<file path="src/rtl/mic_frame_packer_pkg.sv">
// -----------------------------------------------------------------------------
// mic_pack_pkg
// Shared definitions for the microphone frame packer:
//   - packer FSM state encoding
//   - default header sync marker and header field bit offsets
//   - FIFO word layout (sop + eop + 64-bit data)
//   - words_per_frame(): header word plus one word per channel pair
// No ports (package).
// -----------------------------------------------------------------------------
package mic_pack_pkg;

    typedef enum logic [0:0] {
        HUNT    = 1'b0,
        COLLECT = 1'b1
    } pack_state_t;

    localparam logic [15:0] SYNC_WORD_DEFAULT = 16'hA5A5;

    // Header layout: {sync[63:48], frame_cnt[47:32], num_channels[31:24], zero[23:0]}
    localparam int unsigned HDR_SYNC_LSB = 32'd48;
    localparam int unsigned HDR_CNT_LSB  = 32'd32;
    localparam int unsigned HDR_NCH_LSB  = 32'd24;

    typedef struct packed {
        logic        sop;
        logic        eop;
        logic [63:0] data;
    } fifo_word_t;

    function automatic int unsigned words_per_frame(input int unsigned num_channels);
        return 32'd1 + (num_channels / 32'd2);
    endfunction

endpackage

</file>
<file path="src/rtl/mic_frame_packer_fifo.sv">
// -----------------------------------------------------------------------------
// mic_frame_fifo
// Show-ahead FIFO of fifo_word_t (64-bit data + sop + eop) with two write
// pointers: a tentative pointer advanced by every write, and a committed
// pointer that is the only one visible to the read side. A whole frame is
// written tentatively and published at once by commit, or discarded by
// rollback (tentative pointer rewound to the committed pointer).
// Ports:
//   clk, reset_n   clock, synchronous active-low reset
//   wr, wr_data    tentative write (at rewound position when rollback is set)
//   commit         publish everything written so far, including this cycle
//   rollback       discard uncommitted words
//   count_free     free entries relative to the committed pointer
//   rd_valid/rd_ready/rd_data  show-ahead read port (data 0 when empty)
// -----------------------------------------------------------------------------
module mic_frame_fifo
    import mic_pack_pkg::*;
#(
    parameter int unsigned DEPTH = 32
) (
    input  logic                   clk,
    input  logic                   reset_n,
    input  logic                   wr,
    input  fifo_word_t             wr_data,
    input  logic                   commit,
    input  logic                   rollback,
    output logic [$clog2(DEPTH):0] count_free,
    output logic                   rd_valid,
    input  logic                   rd_ready,
    output fifo_word_t             rd_data
);

    localparam int unsigned AW = $clog2(DEPTH);
    localparam int unsigned PW = AW + 1;

    fifo_word_t    mem_r [DEPTH];
    logic [PW-1:0] rd_ptr_r;
    logic [PW-1:0] wr_ptr_r;
    logic [PW-1:0] cm_ptr_r;
    logic [PW-1:0] wr_base_s;
    logic [PW-1:0] wr_next_s;

    // Write position: a rollback rewinds first so a restarted frame can be written in the same cycle.
    always_comb begin
        if (rollback) begin
            wr_base_s = cm_ptr_r;
        end else begin
            wr_base_s = wr_ptr_r;
        end
        if (wr) begin
            wr_next_s = wr_base_s + PW'(1);
        end else begin
            wr_next_s = wr_base_s;
        end
    end

    // Storage array; left unreset because only committed entries are ever exposed.
    always_ff @(posedge clk) begin
        if (wr) begin
            mem_r[wr_base_s[AW-1:0]] <= wr_data;
        end
    end

    // Pointer updates; read and commit in the same cycle are independent.
    always_ff @(posedge clk) begin
        if (!reset_n) begin
            rd_ptr_r <= {PW{1'b0}};
            wr_ptr_r <= {PW{1'b0}};
            cm_ptr_r <= {PW{1'b0}};
        end else begin
            wr_ptr_r <= wr_next_s;
            if (commit) begin
                cm_ptr_r <= wr_next_s;
            end
            if (rd_valid && rd_ready) begin
                rd_ptr_r <= rd_ptr_r + PW'(1);
            end
        end
    end

    // Read side and free-space report, both derived from the committed pointer only.
    always_comb begin
        rd_valid   = (cm_ptr_r != rd_ptr_r);
        count_free = PW'(DEPTH) - (cm_ptr_r - rd_ptr_r);
        if (rd_valid) begin
            rd_data = mem_r[rd_ptr_r[AW-1:0]];
        end else begin
            rd_data = {1'b0, 1'b0, 64'h0};
        end
    end

endmodule

</file>
<file path="src/rtl/mic_frame_packer.sv">
// -----------------------------------------------------------------------------
// mic_frame_packer
// Packs one complete channel scan (ch 0..NUM_CHANNELS-1) of the microphone
// sample stream into a 64-bit framed Avalon-ST stream: a header word
// {sync, frame_cnt, num_channels, 24'h0} followed by NUM_CHANNELS/2 words
// {odd sample, even sample}. Incomplete or out-of-order scans never reach the
// output; scans that do not fit in the FIFO are dropped whole.
// Optional build macro MIC_FRAME_PACKER_STATS_EN adds saturating 16-bit
// counters of overflow and sync-loss events.
// Ports:
//   clk, reset_n                       clock, synchronous active-low reset
//   mic_input_data/channel/error/valid sample stream in (no backpressure)
//   frame_output_data/valid/ready      packed word stream out
//   frame_output_startofpacket         high on header word
//   frame_output_endofpacket           high on last pair word
//   status_sync_lost                   pulse: scan aborted, channel out of order
//   status_overflow                    pulse: scan dropped, no FIFO space
//   status_sample_error                pulse: accepted sample had error != 0
//   status_overflow_count, status_resync_count (MIC_FRAME_PACKER_STATS_EN only)
// -----------------------------------------------------------------------------
module mic_frame_packer
    import mic_pack_pkg::*;
#(
    parameter int unsigned NUM_CHANNELS = 16,
    parameter int unsigned FIFO_DEPTH   = 32,
    parameter logic [15:0] SYNC_WORD    = SYNC_WORD_DEFAULT
) (
    input  logic        clk,
    input  logic        reset_n,
    input  logic [31:0] mic_input_data,
    input  logic [5:0]  mic_input_channel,
    input  logic [1:0]  mic_input_error,
    input  logic        mic_input_valid,
    output logic [63:0] frame_output_data,
    output logic        frame_output_valid,
    input  logic        frame_output_ready,
    output logic        frame_output_startofpacket,
    output logic        frame_output_endofpacket,
    output logic        status_sync_lost,
    output logic        status_overflow,
    output logic        status_sample_error
`ifdef MIC_FRAME_PACKER_STATS_EN
   ,output logic [15:0] status_overflow_count,
    output logic [15:0] status_resync_count
`endif
);

    localparam int unsigned   WPF     = words_per_frame(NUM_CHANNELS);
    localparam int unsigned   PW      = $clog2(FIFO_DEPTH) + 1;
    localparam logic [PW-1:0] WPF_W   = PW'(WPF);
    localparam logic [5:0]    LAST_CH = 6'(NUM_CHANNELS - 1);
    localparam logic [7:0]    NCH_W   = 8'(NUM_CHANNELS);

    pack_state_t   state_r;
    logic [15:0]   frame_cnt_r;
    logic [5:0]    exp_ch_r;
    logic [31:0]   even_r;
    logic          sync_lost_r;
    logic          overflow_r;
    logic          sample_err_r;

    logic [31:0]   sample_s;
    logic [15:0]   frame_cnt_inc_s;
    logic [63:0]   header_s;
    logic          start_s;
    logic          space_ok_s;
    logic          in_order_s;
    logic          mismatch_s;
    logic          last_s;
    logic          accept_s;
    logic          fifo_wr_s;
    logic          fifo_commit_s;
    logic          fifo_rollback_s;
    fifo_word_t    fifo_wr_data_s;
    fifo_word_t    fifo_rd_data_s;
    logic          fifo_rd_valid_s;
    logic [PW-1:0] count_free_s;

    // Classify the incoming sample and derive the FIFO write/commit/rollback controls.
    always_comb begin
        start_s    = 1'b0;
        in_order_s = 1'b0;
        mismatch_s = 1'b0;
        if (mic_input_error != 2'b00) begin
            sample_s = 32'h0;
        end else begin
            sample_s = mic_input_data;
        end
        if (mic_input_valid) begin
            case (state_r)
                HUNT: begin
                    start_s = (mic_input_channel == 6'd0);
                end
                COLLECT: begin
                    in_order_s = (mic_input_channel == exp_ch_r);
                    mismatch_s = (mic_input_channel != exp_ch_r);
                    // A channel 0 that breaks a scan also begins the next one.
                    start_s    = (mic_input_channel != exp_ch_r) && (mic_input_channel == 6'd0);
                end
                default: begin
                    start_s = 1'b0;
                end
            endcase
        end else begin
            start_s = 1'b0;
        end
        frame_cnt_inc_s = frame_cnt_r + 16'd1;
        space_ok_s      = (count_free_s >= WPF_W);
        last_s          = in_order_s && (exp_ch_r == LAST_CH);
        accept_s        = (start_s && space_ok_s) || in_order_s;

        header_s = 64'h0;
        header_s[HDR_SYNC_LSB +: 16] = SYNC_WORD;
        header_s[HDR_CNT_LSB  +: 16] = frame_cnt_inc_s;
        header_s[HDR_NCH_LSB  +: 8]  = NCH_W;

        fifo_rollback_s = mismatch_s;
        fifo_commit_s   = last_s;
        fifo_wr_s       = (start_s && space_ok_s) || (in_order_s && exp_ch_r[0]);
        if (start_s) begin
            fifo_wr_data_s = '{sop: 1'b1, eop: 1'b0, data: header_s};
        end else begin
            fifo_wr_data_s = '{sop: 1'b0, eop: last_s, data: {sample_s, even_r}};
        end
    end

    // Packer FSM: scan tracking, frame counter, even-sample latch and status pulses.
    always_ff @(posedge clk) begin
        if (!reset_n) begin
            state_r      <= HUNT;
            frame_cnt_r  <= 16'h0;
            exp_ch_r     <= 6'd0;
            even_r       <= 32'h0;
            sync_lost_r  <= 1'b0;
            overflow_r   <= 1'b0;
            sample_err_r <= 1'b0;
        end else begin
            sync_lost_r  <= mismatch_s;
            overflow_r   <= start_s && !space_ok_s;
            sample_err_r <= accept_s && (mic_input_error != 2'b00);
            if (start_s) begin
                // Every scan start is counted, even a dropped one, so the host sees the gap.
                frame_cnt_r <= frame_cnt_inc_s;
                if (space_ok_s) begin
                    state_r  <= COLLECT;
                    exp_ch_r <= 6'd1;
                    even_r   <= sample_s;
                end else begin
                    state_r  <= HUNT;
                    exp_ch_r <= 6'd0;
                end
            end else if (mismatch_s) begin
                state_r  <= HUNT;
                exp_ch_r <= 6'd0;
            end else if (in_order_s) begin
                if (!exp_ch_r[0]) begin
                    even_r <= sample_s;
                end
                if (last_s) begin
                    state_r  <= HUNT;
                    exp_ch_r <= 6'd0;
                end else begin
                    exp_ch_r <= exp_ch_r + 6'd1;
                end
            end
        end
    end

    mic_frame_fifo #(
        .DEPTH (FIFO_DEPTH)
    ) u_fifo (
        .clk        (clk),
        .reset_n    (reset_n),
        .wr         (fifo_wr_s),
        .wr_data    (fifo_wr_data_s),
        .commit     (fifo_commit_s),
        .rollback   (fifo_rollback_s),
        .count_free (count_free_s),
        .rd_valid   (fifo_rd_valid_s),
        .rd_ready   (frame_output_ready),
        .rd_data    (fifo_rd_data_s)
    );

    assign frame_output_data          = fifo_rd_data_s.data;
    assign frame_output_valid         = fifo_rd_valid_s;
    assign frame_output_startofpacket = fifo_rd_data_s.sop;
    assign frame_output_endofpacket   = fifo_rd_data_s.eop;
    assign status_sync_lost           = sync_lost_r;
    assign status_overflow            = overflow_r;
    assign status_sample_error        = sample_err_r;

`ifdef MIC_FRAME_PACKER_STATS_EN
    logic [15:0] ovf_cnt_r;
    logic [15:0] resync_cnt_r;

    // Saturating event counters for overflow and sync-loss pulses.
    always_ff @(posedge clk) begin
        if (!reset_n) begin
            ovf_cnt_r    <= 16'h0;
            resync_cnt_r <= 16'h0;
        end else begin
            if (overflow_r && (ovf_cnt_r != 16'hFFFF)) begin
                ovf_cnt_r <= ovf_cnt_r + 16'd1;
            end
            if (sync_lost_r && (resync_cnt_r != 16'hFFFF)) begin
                resync_cnt_r <= resync_cnt_r + 16'd1;
            end
        end
    end

    assign status_overflow_count = ovf_cnt_r;
    assign status_resync_count   = resync_cnt_r;
`endif

endmodule
</file>
<file path="config.mk">
export PLATFORM = sky130hd
export DESIGN_NAME = mic_frame_packer
export DESIGN_NICKNAME = d
export VERILOG_FILES = /design/src/rtl/mic_frame_packer_pkg.sv /design/src/rtl/mic_frame_packer_fifo.sv /design/src/rtl/mic_frame_packer.sv
export SDC_FILE = /design/constraint.sdc
export NUM_CORES = 2
export LEC_CHECK = 0
export ABC_AREA = 1
export CORE_UTILIZATION = 50
export CTS_CLUSTER_DIAMETER = 80
export DETAILED_ROUTE_END_ITERATION = 12
export PLACE_DENSITY = 0.76
export SKIP_CTS_REPAIR_TIMING = 1
export SYNTH_ARGS = -nofsm -noshare
export SYNTH_HDL_FRONTEND = slang
export SYNTH_HIERARCHICAL = 1
export SYNTH_SLANG_ARGS = --single-unit
</file>
<file path="constraint.sdc">
create_clock -name clk -period 7.7 [get_ports clk]
set_input_delay 1.155 -clock clk [delete_from_list [all_inputs] [get_ports clk]]
set_output_delay 1.155 -clock clk [all_outputs]
set_load 0.02 [all_outputs]
</file>
==> flow_metrics.tcl <==
set metrics [dict create \
    wl_um 247000 \
    drtIter0Drc 8836 \
    synth_area_per_cell_um2 11.4 \
    ys_types 34 \
    diodes 0 \
    finalSetupViolations 0 \
    numCtsBuffers 207 \
    core_um2 178000 \
    status "finished clean" \
    slew_viol_final 0 \
    grt.total_usage_pct 27.1 \
    min_period_over_period_pct 79.8 \
    synth_cells 7893 \
    async_reset_ff_share_pct 0 \
    hold_viol 0 \
    routabilityCongestion 0.922 \
    grt_pass1_wl_um 370000 \
    num_rows 155 \
    areaGrowthSynthToFinish_pct 11.0 \
    max_freq_mhz 163 \
    die_w_um 426 \
    yosys.area.top_type "edfxtp_1" \
    antenna_found_initial 1 \
    place.detailed.instances 10000 \
    rsz0062_at_grt "false" \
    power_mw 25.0 \
    min_path_cells 2 \
    drive_gt1_share_pct 6.73 \
    tightestPinTransition_ps 1380 \
    drt-wirelength-per-cell_um 23.7 \
    netlist_area_um2 89900 \
    synth_edf_count 2112 \
    synth_most_common_cell "nand2_1" \
    r2r_cells 17 \
    clock_latency_ps 850 \
    relSlewSlack_pct 8.19 \
    vias_per_cell 5.93 \
    grt_pass1_vias 59500 \
    synth-main-ff-cell "edfxtp_1" \
    place_area_um2 93400 \
    min_period_ps 6150 \
    dieArea_um2 181000 \
    setup_ws_ps 1550 \
    cellLeakagePower_nw 36.4 \
    synth_common_cells "nand2_1 (2922), edfxtp_1 (2112), nand3_1 (1687), nor2_1 (303), buf_2 (219)" \
    endpoint_kind "output pin" \
    yosysWarnings 6 \
    synth_fp_nets 7954 \
    die_height_um 426 \
    hold_path.class "register to register" \
    r2r-end "u_fifo/mem_r[15][43]" \
    dr.pass1.iters 7 \
    synth_top_area_share_pct 70.6 \
    finalNonFillerCells 10400 \
    synthTopCellsByArea "edfxtp_1 (71%), nand2_1 (12%), nand3_1 (9.4%)" \
    fin_util_pct 55.9 \
    r2r_slack_ps 2550 \
    place_hpwl_um 125000 \
    min_to "even_r[5]" \
    start_kind "register" \
    clk_pin_slew_ps 60 \
    ys_ff_latch 2193 \
    route.detailed.drc 0 \
    yosysSeqAreaShare_pct 72.4 \
    r2r_start "u_fifo/cm_ptr_r[1]" \
    maxCapViolCount 0 \
    start_util_pct 50.4 \
    grt_max_degree 209 \
    worstHoldStart "even_r[5]" \
    cp_max_fo 184 \
    ir_drop_mv 0.243 \
    cts_tree "done" \
    clock_skew_ps 35.1 \
    clockBufferDepth 3 \
    route.vias.total 61600 \
    path_class "register to output pin" \
    nets 7930 \
    power.density_nw_per_um2 251 \
    cts_num_sinks 2193 \
    boundaryPins 114 \
    ant_nets 0 \
    h-tree-depth 4 \
    final_cell_area_um2 99700 \
    arrival_ps 4990 \
    dpl_worst_slack_ps 2100 \
    fillers 13900 \
    portBuffers 113 \
    root_buffer "clkbuf_16" \
    worstPathRequired_ps 6550 \
    overflow 0 \
]
[per-layer routing]
layer  vias up  routed length [µm]  GRT usage [%]
li1      27300                   -              -
met1     29700               89700           35.9
met2      3974              115000           42.5
met3       652               27800           5.26
met4         2               14100           14.5
met5         -                  13              0
[sequential cells by signal, indices dropped and copies added, names as in the netlist, named ones only]
name,count
status_sample_error,1
status_sync_lost,1
frame_cnt_r,16
u_fifo/wr_ptr_r,6
state_r,1
u_fifo/mem_r,2112
even_r,32
u_fifo/rd_ptr_r,6
status_overflow,1
u_fifo/cm_ptr_r,6
exp_ch_r,6
[critical path, cell delays in order, from the launching register on]
cell and delay (ps):
dfxtp_4 640, buf_12 650, buf_12 690, nand2_1 110, nand3_1 130, nand3_1 100, nand2_1 90, nand2_1 50
nand3_1 130, nand2_1 90, nor2_1 430, clkdlybuf4s50_1 710
[layout by cell type, fill, tap and decap left out, drive strengths merged]
master         Yosys  layout
or2                3       3
o21bai             1       1
ha                16      16
nand3           1708    1708
nand2           2926    2926
clkdlybuf4s50      0     112
clkinvlp           0       5
buf              369     145
nor3b              1       1
clkinv             0      85
bufinv             0       8
a21o               2       2
o22ai              6       6
o31ai              1       1
a21oi             38      38
nor3              13      13
inv              122     133
nand4              6       6
o21ai             33      33
dfxtp             81      81
o211ai             3       3
nor2             305     305
edfxtp          2112    2112
xor2              20      20
fa                 1       1
clkbuf           121     270
xnor2              5       5
[final cells by class]
type | count | area [µm²] | area share, %
Inverter | 122 | 490 | 0.492
Multi-Input combinational cell | 5088 | 22200 | 22.3
Clock inverter | 109 | 821 | 0.823
Clock buffer | 270 | 5530 | 5.55
Sequential cell | 2193 | 65100 | 65.2
Tap cell | 2355 | 2950 | 2.95
Timing Repair Buffer | 257 | 2630 | 2.64
[worst max path at each step]
stage / start / to / slack (ps) / cells after the start
finish: register / frame_output_startofpacket / 1550 / 11
global route: register / frame_output_data[40] / 1340 / 11
CTS: register / frame_output_data[40] / 1580 / 11
detailed placement: mic_input_channel[0] / u_fifo/mem_r[2][58] / 2100 / 12
global placement: mic_input_channel[0] / u_fifo/mem_r[2][48] / 1930 / 12
floorplan: u_fifo/cm_ptr_r[1] / u_fifo/mem_r[19][0] / -190 / 17
[through the flow]
step	TNS, ps	hold WS, ps
3_5_place_dp	0	476
2_1_floorplan	-25430	449
6_report	0	486
3_3_place_gp	0	465
4_1_cts	0	488
5_1_grt	0	510
[kinds of logic (layout without fill, tap and decap cells)]
logic type | after synthesis | count (layout) | share of synthesized area, %
AO/OA/AOI/OAI | 84 | 84 | 0.496
flip-flops | 2193 | 2193 | 72.4
buffers and inverters | 612 | 758 | 3.35
AND/OR/NAND/NOR | 4962 | 4962 | 23.3
adder cells (fa/ha/maj) | 17 | 17 | 0.245
XOR/XNOR | 25 | 25 | 0.244
[where the power goes]
part           internal, mW  switching, mW  total (mW)
clock                  5.32           4.34        9.67
combinational         0.663           1.68        2.35
sequential             13.0         0.0220        13.0
total                  18.9           6.05        25.0
No activity file was read; power rests on OpenSTA's default activity.
